`config.mk`:
```
export PLATFORM = sky130hd
export DESIGN_NAME = uart_rx_ctrl_flat
export DESIGN_NICKNAME = d
export VERILOG_FILES = /design/src/rtl/uart_rx_ctrl_pkg.sv /design/src/rtl/uart_rx_ctrl_if.sv /design/src/rtl/uart_rx_ctrl_baud_tick.sv /design/src/rtl/uart_rx_ctrl.sv /design/src/flat_wrapper.sv
export SDC_FILE = /design/constraint.sdc
export NUM_CORES = 1
export LEC_CHECK = 0
export ABC_CLOCK_PERIOD_IN_PS = 2800
export CAP_MARGIN = 20
export CELL_PAD_IN_SITES_DETAIL_PLACEMENT = 1
export CELL_PAD_IN_SITES_GLOBAL_PLACEMENT = 1
export CORE_AREA = 2 2 74 76
export DETAILED_ROUTE_END_ITERATION = 16
export DIE_AREA = 0 0 76 78
export PLACE_DENSITY_LB_ADDON = 0.2
export SETUP_SLACK_MARGIN = 0.5
export SYNTH_ARGS = -nofsm -noshare
export SYNTH_HDL_FRONTEND = slang
export SYNTH_SLANG_ARGS = --single-unit
```
`constraint.sdc`:
```
create_clock -name clk -period 2.8 [get_ports clk]
set_input_delay 0.7 -clock clk [delete_from_list [all_inputs] [get_ports clk]]
set_output_delay 0.7 -clock clk [all_outputs]
set_load 0.01 [all_outputs]
```
`src/rtl/uart_rx_ctrl_pkg.sv`:
```
// rtl/uart_rx_ctrl_pkg.sv - shared types, defaults and helpers for the UART receive controller
package uart_pkg;

    typedef enum logic [2:0] {
        IDLE   = 3'd0,
        START  = 3'd1,
        DATA   = 3'd2,
        PARITY = 3'd3,
        STOP   = 3'd4,
        DONE   = 3'd5
    } rx_state_t;

    localparam int DEFAULT_OVERSAMPLE = 16;
    localparam int DEFAULT_BAUD_DIV   = 27;

    // Width needed to count 0..word_length data bits
    function automatic int bit_cnt_width(input int word_length);
        return $clog2(word_length + 1);
    endfunction

endpackage

```
`src/rtl/uart_rx_ctrl_if.sv`:
```
// rtl/uart_rx_ctrl_if.sv - link between the RX bit-timing controller and the RX shift register
interface uart_rx_ctrl_if;
    logic serial_bit;
    logic shift;
    logic parity;
    logic parity_int;
    logic rx_done;
    logic parity_error;
    logic framing_error;
    logic busy;

    modport master (
        output serial_bit, shift, rx_done, parity_error, framing_error, busy,
        input  parity, parity_int
    );

    modport slave (
        input  serial_bit, shift, rx_done, parity_error, framing_error, busy,
        output parity, parity_int
    );
endinterface

```
`src/rtl/uart_rx_ctrl_baud_tick.sv`:
```
// rtl/uart_rx_ctrl_baud_tick.sv - oversample tick divider with enable and restart
module uart_baud_tick #(
    parameter int BAUD_DIV  = 27,
    parameter int DIV_WIDTH = 16
) (
    input  logic clk,
    input  logic reset,
    input  logic en,
    input  logic restart,
    output logic tick
);
    localparam logic [DIV_WIDTH-1:0] LAST = DIV_WIDTH'(BAUD_DIV - 1);

    logic [DIV_WIDTH-1:0] cnt;

    // Free-run 0..BAUD_DIV-1 while enabled; parked at zero when disabled or restarted
    always_ff @(posedge clk or negedge reset) begin
        if (!reset) begin
            cnt <= '0;
        end else if (!en || restart || cnt == LAST) begin
            cnt <= '0;
        end else begin
            cnt <= cnt + 1'b1;
        end
    end

    assign tick = en && !restart && (cnt == LAST);
endmodule

```
`src/rtl/uart_rx_ctrl.sv`:
```
// rtl/uart_rx_ctrl.sv - UART RX bit-timing controller; optional RX_MAJORITY_EN enables 2-of-3 sampling
module uart_rx_ctrl
    import uart_pkg::*;
#(
    parameter int WORD_LENGTH = 8,
    parameter int OVERSAMPLE  = DEFAULT_OVERSAMPLE,
    parameter int BAUD_DIV    = DEFAULT_BAUD_DIV,
    parameter int DIV_WIDTH   = 16
) (
    input  logic           clk,
    input  logic           reset,
    input  logic           rx,
    uart_rx_ctrl_if.master bus
);
    localparam int CNT_W = $clog2(OVERSAMPLE);
    localparam int BIT_W = bit_cnt_width(WORD_LENGTH);
    localparam logic [CNT_W-1:0] HALF_LAST = CNT_W'(OVERSAMPLE / 2 - 1);
    localparam logic [CNT_W-1:0] FULL_LAST = CNT_W'(OVERSAMPLE - 1);
    localparam logic [BIT_W-1:0] BIT_LAST  = BIT_W'(WORD_LENGTH - 1);

    rx_state_t        state;
    logic [CNT_W-1:0] tick_cnt;
    logic [BIT_W-1:0] bit_cnt;
    logic             rx_meta;
    logic             rx_s;
    logic             tick;
    logic             start_det;
    logic             sample;
    logic             serial_bit_r;
    logic             shift_r;
    logic             rx_done_r;
    logic             parity_error_r;
    logic             framing_error_r;
    logic             busy_r;

    // Two-flop synchroniser; idle-high line so both flops reset to 1
    always_ff @(posedge clk or negedge reset) begin
        if (!reset) begin
            rx_meta <= 1'b1;
            rx_s    <= 1'b1;
        end else begin
            rx_meta <= rx;
            rx_s    <= rx_meta;
        end
    end

    // A new frame may begin from IDLE or straight out of DONE
    assign start_det = !rx_s && (state == IDLE || state == DONE);

    uart_baud_tick #(
        .BAUD_DIV  (BAUD_DIV),
        .DIV_WIDTH (DIV_WIDTH)
    ) u_baud_tick (
        .clk     (clk),
        .reset   (reset),
        .en      (state != IDLE),
        .restart (start_det),
        .tick    (tick)
    );

`ifdef RX_MAJORITY_EN
    logic [1:0] hist;

    // Keep rx_s from the two previous ticks for the majority vote
    always_ff @(posedge clk or negedge reset) begin
        if (!reset) begin
            hist <= 2'b11;
        end else if (tick) begin
            hist <= {hist[0], rx_s};
        end
    end

    assign sample = (rx_s & hist[0]) | (rx_s & hist[1]) | (hist[0] & hist[1]);
`else
    assign sample = rx_s;
`endif

    // Frame sequencer; all outputs registered, shift and rx_done are single-clk strobes
    always_ff @(posedge clk or negedge reset) begin
        if (!reset) begin
            state           <= IDLE;
            tick_cnt        <= '0;
            bit_cnt         <= '0;
            serial_bit_r    <= 1'b0;
            shift_r         <= 1'b0;
            rx_done_r       <= 1'b0;
            parity_error_r  <= 1'b0;
            framing_error_r <= 1'b0;
            busy_r          <= 1'b0;
        end else begin
            shift_r   <= 1'b0;
            rx_done_r <= 1'b0;
            case (state)
                IDLE: begin
                    tick_cnt <= '0;
                    bit_cnt  <= '0;
                    if (!rx_s) begin
                        state           <= START;
                        busy_r          <= 1'b1;
                        parity_error_r  <= 1'b0;
                        framing_error_r <= 1'b0;
                    end else begin
                        busy_r <= 1'b0;
                    end
                end
                START: begin
                    if (tick) begin
                        if (tick_cnt == HALF_LAST) begin
                            tick_cnt <= '0;
                            bit_cnt  <= '0;
                            if (!sample) begin
                                state <= DATA;
                            end else begin
                                state  <= IDLE;
                                busy_r <= 1'b0;
                            end
                        end else begin
                            tick_cnt <= tick_cnt + 1'b1;
                        end
                    end
                end
                DATA: begin
                    if (tick) begin
                        if (tick_cnt == FULL_LAST) begin
                            tick_cnt     <= '0;
                            shift_r      <= 1'b1;
                            serial_bit_r <= sample;
                            if (bit_cnt == BIT_LAST) begin
                                bit_cnt <= '0;
                                state   <= PARITY;
                            end else begin
                                bit_cnt <= bit_cnt + 1'b1;
                            end
                        end else begin
                            tick_cnt <= tick_cnt + 1'b1;
                        end
                    end
                end
                PARITY: begin
                    if (tick) begin
                        if (tick_cnt == FULL_LAST) begin
                            tick_cnt     <= '0;
                            shift_r      <= 1'b1;
                            serial_bit_r <= sample;
                            state        <= STOP;
                        end else begin
                            tick_cnt <= tick_cnt + 1'b1;
                        end
                    end
                end
                STOP: begin
                    if (tick) begin
                        if (tick_cnt == FULL_LAST) begin
                            tick_cnt        <= '0;
                            framing_error_r <= ~sample;
                            state           <= DONE;
                        end else begin
                            tick_cnt <= tick_cnt + 1'b1;
                        end
                    end
                end
                DONE: begin
                    rx_done_r      <= 1'b1;
                    parity_error_r <= bus.parity ^ bus.parity_int;
                    tick_cnt       <= '0;
                    bit_cnt        <= '0;
                    if (!rx_s) begin
                        state <= START;
                    end else begin
                        state  <= IDLE;
                        busy_r <= 1'b0;
                    end
                end
                default: begin
                    state  <= IDLE;
                    busy_r <= 1'b0;
                end
            endcase
        end
    end

    assign bus.serial_bit    = serial_bit_r;
    assign bus.shift         = shift_r;
    assign bus.rx_done       = rx_done_r;
    assign bus.parity_error  = parity_error_r;
    assign bus.framing_error = framing_error_r;
    assign bus.busy          = busy_r;
endmodule

```
`src/flat_wrapper.sv`:
```
// flat-port wrapper written by rule: the top's interface ports become plain ports
module uart_rx_ctrl_flat import uart_pkg::*;
#(
    parameter int WORD_LENGTH = 8,
    parameter int OVERSAMPLE  = DEFAULT_OVERSAMPLE,
    parameter int BAUD_DIV    = DEFAULT_BAUD_DIV,
    parameter int DIV_WIDTH   = 16
)
  (clk, reset, rx, bus_serial_bit, bus_shift, bus_rx_done, bus_parity_error, bus_framing_error, bus_busy, bus_parity, bus_parity_int);
  uart_rx_ctrl_if bus_i ();
  input  logic clk;
  input  logic reset;
  input  logic rx;
  output wire logic [$bits(bus_i.serial_bit)-1:0] bus_serial_bit;
  output wire logic [$bits(bus_i.shift)-1:0] bus_shift;
  output wire logic [$bits(bus_i.rx_done)-1:0] bus_rx_done;
  output wire logic [$bits(bus_i.parity_error)-1:0] bus_parity_error;
  output wire logic [$bits(bus_i.framing_error)-1:0] bus_framing_error;
  output wire logic [$bits(bus_i.busy)-1:0] bus_busy;
  input wire logic [$bits(bus_i.parity)-1:0] bus_parity;
  input wire logic [$bits(bus_i.parity_int)-1:0] bus_parity_int;
  assign bus_serial_bit = bus_i.serial_bit;
  assign bus_shift = bus_i.shift;
  assign bus_rx_done = bus_i.rx_done;
  assign bus_parity_error = bus_i.parity_error;
  assign bus_framing_error = bus_i.framing_error;
  assign bus_busy = bus_i.busy;
  assign bus_i.parity = bus_parity;
  assign bus_i.parity_int = bus_parity_int;
  uart_rx_ctrl #(.WORD_LENGTH(WORD_LENGTH), .OVERSAMPLE(OVERSAMPLE), .BAUD_DIV(BAUD_DIV), .DIV_WIDTH(DIV_WIDTH)) u_core (.clk(clk), .reset(reset), .rx(rx), .bus(bus_i));
endmodule
```
==> results.toml, run 1 <==
[timing]
post-route-min-period_ns = 2.066
worst_pin_slew_ns = 0.6071
setup_slack_ns = 0.7343
tns_ns = 0
clock.fmax_mhz = 484.1
finalSetupViolations = 0
rsz0062_at_grt = "no"
fin_crit_sh_pct = 73.78
clock_skew_ns = 0.01008
whs_ns = 0.3591
finalHoldViolCount = 0
slew_headroom_pct = 59.53
slew_viol_final = 0

[global_routing]
antenna_found_initial = 0
grt_pass1_wl_microns = 7962
grt_max_degree = 36
grt_pass1_vias = 1624
grtUsageTotal_pct = 16.63
grt_remaining_overflow = 0

[die]
start_util_pct = 39.75
rows = 26
die_h_microns = 78
fp.dieW_microns = 76
coreArea_sq_um = 5042
design.die.area_sq_um = 5928
ios = 11

[logic_synthesis]
syn_area_sq_um = 2004
syn_avg_cell_area_sq_um = 9.778
ys_seq_area_share_pct = 43.82
syn_nets = 214
synth.area.top_cells = "dfrtp_1 (41%), nor2_1 (6.4%), xnor2_1 (4.8%)"
yosysTopAreaCellShare_pct = 41.20
synth.most_common_cell = "nor2_1"
ys_types = 48
synth-seq-cells = 35
ys.flop_type = "dfrtp_1"
ys_top_cells_by_count = "nor2_1 (34), dfrtp_1 (33), nand2_1 (15)"
yosys.area.top_type = "dfrtp_1"
synth-async-reset-ratio_pct = 100.0
netlist_instances = 205
ys_warn_count = 0
synth_edf_count = 0

[cts]
cts_hold_buf = 0
postCtsSetupBuffers = 0
clock-root-buffer = "clkbuf_8"
clock_latency_ns = 0.29
cts_buffers = 5
htree_levels = 2
cts.sinks = 35
cts_tree = "done"
clockBufferDepth = 2
clk_pin_slew_worst_paths_ns = 0.08
cts.repair.resized = 0

[setup_path]
cp_max_fo = 6
crit_chain = "ha_1, and2_0, and2_1, a31o_2, a21o_2, mux2_4"
critPathBufInv = 0
critical-path-max-stage-delay_ns = 0.41
r2r_slack_ns = 0.73
ff2ff_path_depth = 6
crit_slowest_cell = "dfrtp_1"
path_class = "flip-flop to flip-flop"
worstPathArrival_ns = 2.24
reg2reg_from = "u_core.tick_cnt[0]"
worst_setup_path_start_kind = "flip-flop"
critPathTopFamily = "simple AND/OR/NAND/NOR gates"
required_ns = 2.97
endpoint_kind = "flip-flop"
r2r_end = "u_core.bit_cnt[1]"

[place]
dpl_cell_area_sq_um = 2175
place_inst = 280
pre_cts_ws_ns = 0.7441
hpwlAfterDp_microns = 3329
place.gp.congestion = 0.7966
numPortBuffers = 10

[pwr]
switchingPower_uw = 194.1
p_leak_uw = 0.0009691
power.density_nw_per_um2 = 400.6
p_int_uw = 713.6
ir_drop_mv = 0.1782
seq_power_share_pct = 56.2
swShare_pct = 21.39
p_comb_share_pct = 2.2
clkPwrFrac_pct = 41.7

[final_layout]
antenna_cells = 0
final_area_sq_um = 2266
stdcell_count = 288
nets = 226
drive_gt1_share_pct = 11.93
area_growth_pct = 13.05
fillCellCount = 583

[route]
wl_per_cell_microns = 15.74
drt-pass1-iter-count = 4
ant_nets = 0
num_vias = 1571
wl_microns = 4532
remaining_drc_errors = 0
drt_iter0_drc = 59
vias_per_cell = 5.455

[outcome]
status = "finished clean"

[hold_path]
holdPathStages = 0
hold_end = "u_core.rx_s"
hold_path.class = "flip-flop to flip-flop"
min_from = "u_core.rx_meta"

[run]
cap_viol_max_count = 0
## layout by cell type, fill, tap and decap left out, types with 3 or more instances in the layout
| master | Yosys | layout |
|---|---|---|
| a21oi_1 | 6 | 6 |
| and3_1 | 4 | 4 |
| clkbuf_8 | 0 | 6 |
| clkdlybuf4s50_1 | 0 | 10 |
| dfrtp_1 | 33 | 33 |
| ha_1 | 4 | 4 |
| inv_1 | 10 | 10 |
| mux2i_1 | 5 | 5 |
| nand2_1 | 15 | 15 |
| nand3_1 | 8 | 8 |
| nand4_1 | 5 | 5 |
| nor2_1 | 34 | 34 |
| nor4_4 | 3 | 3 |
| o21ai_0 | 10 | 10 |
| xnor2_1 | 11 | 11 |
| xor2_1 | 7 | 7 |
## sequential cells by signal, indices dropped and copies added (netlist names)
name,count
u_core.bus.busy,1
u_core.rx_s,1
u_core.bus.parity_error,1
u_core.rx_meta,1
u_core.bit_cnt,4
u_core.u_baud_tick.cnt,16
u_core.bus.serial_bit,1
u_core.tick_cnt,4
u_core.bus.shift,1
u_core.bus.rx_done,1
u_core.bus.framing_error,1
u_core.state,3
## cell type report
cell class	instances	area, sq um	area share, %
Clock buffer	7	86.33	3.810
Clock inverter	1	5.005	0.2209
Inverter	10	37.54	1.657
Multi-Input combinational cell	153	1056	46.60
Sequential cell	35	878.3	38.76
Tap cell	70	87.58	3.865
Timing Repair Buffer	12	115.1	5.080
## worst max path at each step
stage                             startpoint                 to  slack [ns]  cells after the start
after global placement    u_core.tick_cnt[0]  u_core.bit_cnt[1]        0.84                      6
after detailed placement  u_core.tick_cnt[0]  u_core.bit_cnt[1]        0.74                      6
after CTS                 u_core.tick_cnt[0]  u_core.bit_cnt[1]        0.73                      6
after global routing      u_core.tick_cnt[0]  u_core.bit_cnt[1]        0.66                      6
after floorplan           u_core.tick_cnt[0]  u_core.bit_cnt[1]        0.92                      6
final                     u_core.tick_cnt[0]  u_core.bit_cnt[1]        0.73                      6
## stage by stage
step	power, uW	util, %
6_report	907.7	44.94
5_1_grt	954.7	44.94
4_1_cts	928.2	44.94
3_5_place_dp	539.9	43.13
3_3_place_gp	539.4	43.13
2_1_floorplan	521.3	-
## kinds of logic after synthesis
group / count (synthesis) / share of synthesized area, %
AO/OA/AOI/OAI: 36 / 12.36
XOR/XNOR: 18 / 7.865
adder cells (fa/ha/maj): 4 / 2.497
buffers and inverters: 17 / 3.496
flip-flops: 35 / 43.82
multiplexers: 7 / 3.995
AND/OR/NAND/NOR: 88 / 25.97
## worst reg2reg max path, stage by stage, from the launching register on
cell     delay [ns]
dfrtp_1        0.41
ha_1           0.25
and2_0         0.26
and2_1         0.24
a31o_2         0.27
a21o_2         0.23
mux2_4         0.30
## power by group through the flow
stage          Sequential (uW)  Combinational [uW]  Clock, uW
2_1_floorplan              519                2.58          0
3_3_place_gp               519                19.9          0
3_5_place_dp               519                20.5          0
4_1_cts                    510                20.7        398
5_1_grt                    510                22.6        422
6_report                   510                19.6        378
## per-layer routing
| layer | wire (microns) | up-vias | GRT usage [%] |
|---|---|---|---|
| li1 | - | 747 | - |
| met1 | 1980 | 790 | 19.67 |
| met2 | 2354 | 25 | 30.27 |
| met3 | 138 | 9 | 3.372 |
| met4 | 59 | 0 | 5.455 |
| met5 | 0 | - | 0 |
Power figures use the tool's default switching activity.
==> run 2, diff against run 1 <==
--- a/config.mk
+++ b/config.mk
@@ -5,7 +5,7 @@
 export SDC_FILE = /design/constraint.sdc
 export NUM_CORES = 1
 export LEC_CHECK = 0
-export ABC_CLOCK_PERIOD_IN_PS = 2800
+export ABC_CLOCK_PERIOD_IN_PS = 1800
 export CAP_MARGIN = 20
 export CELL_PAD_IN_SITES_DETAIL_PLACEMENT = 1
 export CELL_PAD_IN_SITES_GLOBAL_PLACEMENT = 1
==> constraint.sdc (replaced) <==
create_clock -name clk -period 1.8 [get_ports clk]
set_input_delay 0.45 -clock clk [delete_from_list [all_inputs] [get_ports clk]]
set_output_delay 0.45 -clock clk [all_outputs]
set_load 0.01 [all_outputs]
==> results.toml, run 2 (synthesis gave the netlist of run 1 again) <==
[route]
vias_per_cell = 5.361
wl_microns = 5263
drt-pass1-iter-count = 4
ant_nets = 0
num_vias = 1694
remaining_drc_errors = 0
wl_per_cell_microns = 16.66
drt_iter0_drc = 102

[place]
pre_cts_ws_ns = -0.04689
place.gp.congestion = 0.8587
numPortBuffers = 10
hpwlAfterDp_microns = 3695
dpl_cell_area_sq_um = 2376

[timing]
tns_ns = -0.03474
clock_skew_ns = 0.01141
finalSetupViolations = 2
setup_slack_ns = -0.03108
fin_crit_sh_pct = 101.7
clock.fmax_mhz = 546.1
post-route-min-period_ns = 1.831
slew_headroom_pct = 59.96
worst_pin_slew_ns = 0.5944
finalHoldViolCount = 0
rsz0062_at_grt = "yes"
slew_viol_final = 0

[final_layout]
largest_reg_flops = 16
reg_top3 = "u_core.u_baud_tick.cnt: 16 flops, u_core.bit_cnt: 4 flops, u_core.tick_cnt: 4 flops"
area_growth_pct = 27.40
final_cell_mix = "nor2_1 (33), dfrtp_1 (29), buf_4 (26)"
antenna_cells = 0
layout_commonest_cell = "nor2_1"
nets = 254
final_area_sq_um = 2554
top_register = "u_core.u_baud_tick.cnt"
drive_gt1_share_pct = 30.89

[setup_path]
worstPathArrival_ns = 2.01
cp_max_fo = 3
endpoint_kind = "flip-flop"
worst_setup_path_start_kind = "flip-flop"
required_ns = 1.98
path_class = "flip-flop to flip-flop"

[die]
die_h_microns = 78
rows = 26
fp.dieW_microns = 76
coreArea_sq_um = 5042
ios = 11
start_util_pct = 39.75
design.die.area_sq_um = 5928

[cts]
cts.sinks = 35
clock-root-buffer = "clkbuf_8"
htree_levels = 2
clk_pin_slew_worst_paths_ns = 0.08
clockBufferDepth = 2
cts_buffers = 5
cts_tree = "done"
clock_latency_ns = 0.29

[pwr]
p_leak_uw = 0.001127
power.density_nw_per_um2 = 542.7
ir_drop_mv = 0.4268

[global_routing]
grt_remaining_overflow = 0
grt_pass1_wl_microns = 8859
antenna_found_initial = 0
grt_max_degree = 36
grt_pass1_vias = 1775
grtUsageTotal_pct = 19.00

[outcome]
status = "finished, violations left"
violations = "negative setup slack"

[run]
cap_viol_max_count = 0

[hold_path]
hold_path.class = "flip-flop to flip-flop"
==> run 2: what timing repair did <==
action	in CTS	in global routing
pin swaps	2	1
setup endpoints to repair	38	33
hold buffers	0	0
gates resized for setup	38	5
buffers inserted	4	2
==> run 2: final timing paths <==
kind / depth (start not counted) / slack (ns) / from / to
worst max-delay path: 7 / -0.03 / u_core.u_baud_tick.cnt[0] / u_core.bit_cnt[1]
min in group asynchronous: 2 / 0.53 / reset / u_core.bus.serial_bit
max in group asynchronous: 2 / 1.02 / reset / u_core.rx_s
worst max register to register: 7 / -0.03 / u_core.u_baud_tick.cnt[0] / u_core.bit_cnt[1]
worst min-delay path: 0 / 0.36 / u_core.rx_meta / u_core.rx_s
worst min register to register: 0 / 0.36 / u_core.rx_meta / u_core.rx_s
==> run 2: power by group <==
group / internal, uW / leakage (uW) / total [uW] / switching (uW)
Clock: 265 / 0.0000477 / 558 / 293
Sequential: 790 / 0.000448 / 793 / 2.84
Combinational: 14.3 / 0.000631 / 34.9 / 20.6
==> run 2: layout make-up <==
cell class,count,area [sq um]
Tap cell,70,87.58
Fill cell,571,2489
Clock buffer,5,68.82
Sequential cell,35,883.3
Clock inverter,3,15.01
Timing Repair Buffer,40,325.3
Multi-Input combinational cell,153,1136
Inverter,10,37.54
==> run 2: critical path, stage by stage, from the launching register on <==
cell and delay [ns]:
dfrtp_1 0.39, inv_1 0.06, ha_1 0.15, nor3b_4 0.26, and2_1 0.21, a31o_2 0.20, a21o_2 0.15, mux2_4 0.29
==> run 2: per-stage QoR <==
| stage | cells | utilization (%) | hold slack [ns] | total power [uW] |
|---|---|---|---|---|
| after CTS | 314 | 49.88 | 0.3665 | 1402 |
| final | 316 | 50.65 | 0.3629 | 1386 |
| after global placement | 302 | 47.12 | 0.3457 | 843.0 |
| after detailed placement | 302 | 47.12 | 0.3565 | 844.5 |
| after global routing | 316 | 50.65 | 0.3671 | 1443 |
| after floorplan | 205 | - | 0.1544 | 810.9 |
==> run 2: routing by layer <==
metal,up-vias,track usage (%),share of wire (%)
met5,-,0,0
met4,0,8.182,2.6
met3,11,3.721,2.8
met2,33,34.55,53
met1,851,21.76,42
li1,799,-,-
==> run 3, diff against run 2 <==
--- a/config.mk
+++ b/config.mk
@@ -13,6 +13,7 @@
 export DETAILED_ROUTE_END_ITERATION = 16
 export DIE_AREA = 0 0 76 78
 export PLACE_DENSITY_LB_ADDON = 0.2
+export RECOVER_POWER = 100
 export SETUP_SLACK_MARGIN = 0.5
 export SYNTH_ARGS = -nofsm -noshare
 export SYNTH_HDL_FRONTEND = slang
==> results.toml, run 3 (synthesis gave the netlist of run 1 again) <==
[route]
drt-pass1-iter-count = 5
drt-met1-wl_microns = 2128
wl_microns = 5223
route.met3.wl_microns = 153
vias_per_cell = 5.373
remaining_drc_errors = 0
top_layer = "met4"
ant_nets = 0
num_vias = 1698
drt_iter0_drc = 88
dr_wl_met2_microns = 2815
wl_per_cell_microns = 16.53

[timing]
slew_viol_final = 0
finalHoldViolCount = 0
clock_skew_ns = 0.009312
slew_headroom_pct = 40.48
clock.fmax_mhz = 542.5
finalSetupViolations = 3
fin_crit_sh_pct = 102.4
rsz0062_at_grt = "yes"
whs_ns = 0.3635
post-route-min-period_ns = 1.843
setup_slack_ns = -0.04326
worst_pin_slew_ns = 0.8927
tns_ns = -0.08161

[pwr]
power.density_nw_per_um2 = 546.8
p_leak_uw = 0.001099
ir_drop_mv = 0.4212

[final_layout]
largest_reg_flops = 16
finish.utilization_pct = 49.90
drive_gt1_share_pct = 28.46
area_growth_pct = 25.53
layout_commonest_cell = "nor2_1"
nets = 254
reg_top3 = "u_core.u_baud_tick.cnt: 16 flops, u_core.bit_cnt: 4 flops, u_core.tick_cnt: 4 flops"
final_cell_mix = "nor2_1 (33), dfrtp_1 (29), buf_4 (26)"
antenna_cells = 0
top_register = "u_core.u_baud_tick.cnt"
fillCellCount = 578

[hold_path]
hold_path.class = "flip-flop to flip-flop"
holdPathStages = 0

[cts]
clockBufferDepth = 2
htree_levels = 2
cts_hold_buf = 0
cts_tree = "done"
cts.sinks = 35
cts_buffers = 5
clock-root-buffer = "clkbuf_8"
clk_pin_slew_worst_paths_ns = 0.07
clock_latency_ns = 0.29

[setup_path]
ff2ff_path_depth = 6
cp_max_fo = 5
required_ns = 1.97
worstPathArrival_ns = 2.02
endpoint_kind = "flip-flop"
path_class = "flip-flop to flip-flop"
worst_setup_path_start_kind = "flip-flop"

[global_routing]
grt_max_degree = 36
grt_pass1_wl_microns = 8859
grt_pass1_vias = 1775
grtUsageTotal_pct = 19.00
antenna_found_initial = 0
grt_remaining_overflow = 0

[outcome]
status = "finished, violations left"
violations = "negative setup slack"

[die]
design.die.area_sq_um = 5928
start_util_pct = 39.75
rows = 26
coreArea_sq_um = 5042
ios = 11
fp.dieW_microns = 76
die_h_microns = 78

[place]
place.gp.congestion = 0.8587
hpwlAfterDp_microns = 3695
numPortBuffers = 10
pre_cts_ws_ns = -0.04689

[run]
cap_viol_max_count = 0
==> run 3: cell types whose count changed in the layout (fill, tap and decap cells not counted), moves of 2 or more <==
cell / change
buf_2: -5
clkbuf_1: +6
clkdlybuf4s50_1: -2
dlygate4sd3_1: +2
==> run 3: power by group <==
| part | internal [uW] | leakage [uW] | switching [uW] |
|---|---|---|---|
| combinational | 9.57 | 0.000603 | 20.0 |
| clock | 265 | 0.0000477 | 289 |
| sequential | 790 | 0.000448 | 2.83 |
| total | 1060 | 0.00110 | 311 |
==> run 3: repair_timing <==
action                                  4_1_cts  5_1_grt
endpoints found under the setup margin       38       33
pin swaps                                     2        1
hold endpoints to repair                      0        0
setup buffers                                 4        2
resized for setup                            38        5
cloned                                        0        0
==> run 3: cell type report <==
type / instances / area [sq um] / share of cell area (%)
clock buffer: 5 / 68.82 / 2.735
clock inverter: 3 / 15.01 / 0.5967
inverter: 10 / 37.54 / 1.492
multi-input combinational: 153 / 1127 / 44.80
sequential: 35 / 883.3 / 35.11
tap: 70 / 87.58 / 3.481
timing repair buffer: 40 / 296.5 / 11.79
==> run 3: stage by stage <==
step	instances	total power (uW)	instance area, sq um
after global routing	316	1437	2516
after CTS	314	1402	2515
after global placement	302	843.0	2376
after detailed placement	302	844.5	2376
after floorplan	205	810.9	2034
final	316	1376	2516
==> run 3: worst paths after layout <==
check                                    from                         end  slack, ns
setup / recovery           u_core.tick_cnt[0]       u_core.bus.serial_bit      -0.04
hold / removal                 u_core.rx_meta                 u_core.rx_s       0.36
setup reg to reg           u_core.tick_cnt[0]       u_core.bus.serial_bit      -0.04
hold reg to reg                u_core.rx_meta                 u_core.rx_s       0.36
max in group asynchronous               reset             u_core.state[0]       0.37
min in group asynchronous               reset  u_core.u_baud_tick.cnt[13]       0.80
==> run 3: per-layer routing <==
| metal | vias to the layer above | GRT usage [%] |
|---|---|---|
| met5 | - | 0 |
| met1 | 858 | 21.76 |
| li1 | 797 | - |
| met2 | 34 | 34.55 |
| met4 | 0 | 8.182 |
| met3 | 9 | 3.721 |
==> run 3: worst max-delay path, stage by stage (launching register included) <==
cell and delay, ns:
dfrtp_1 0.39, ha_2 0.21, and2_4 0.15, buf_4 0.13, nand2_1 0.13, nor4_2 0.38
mux2_4 0.33
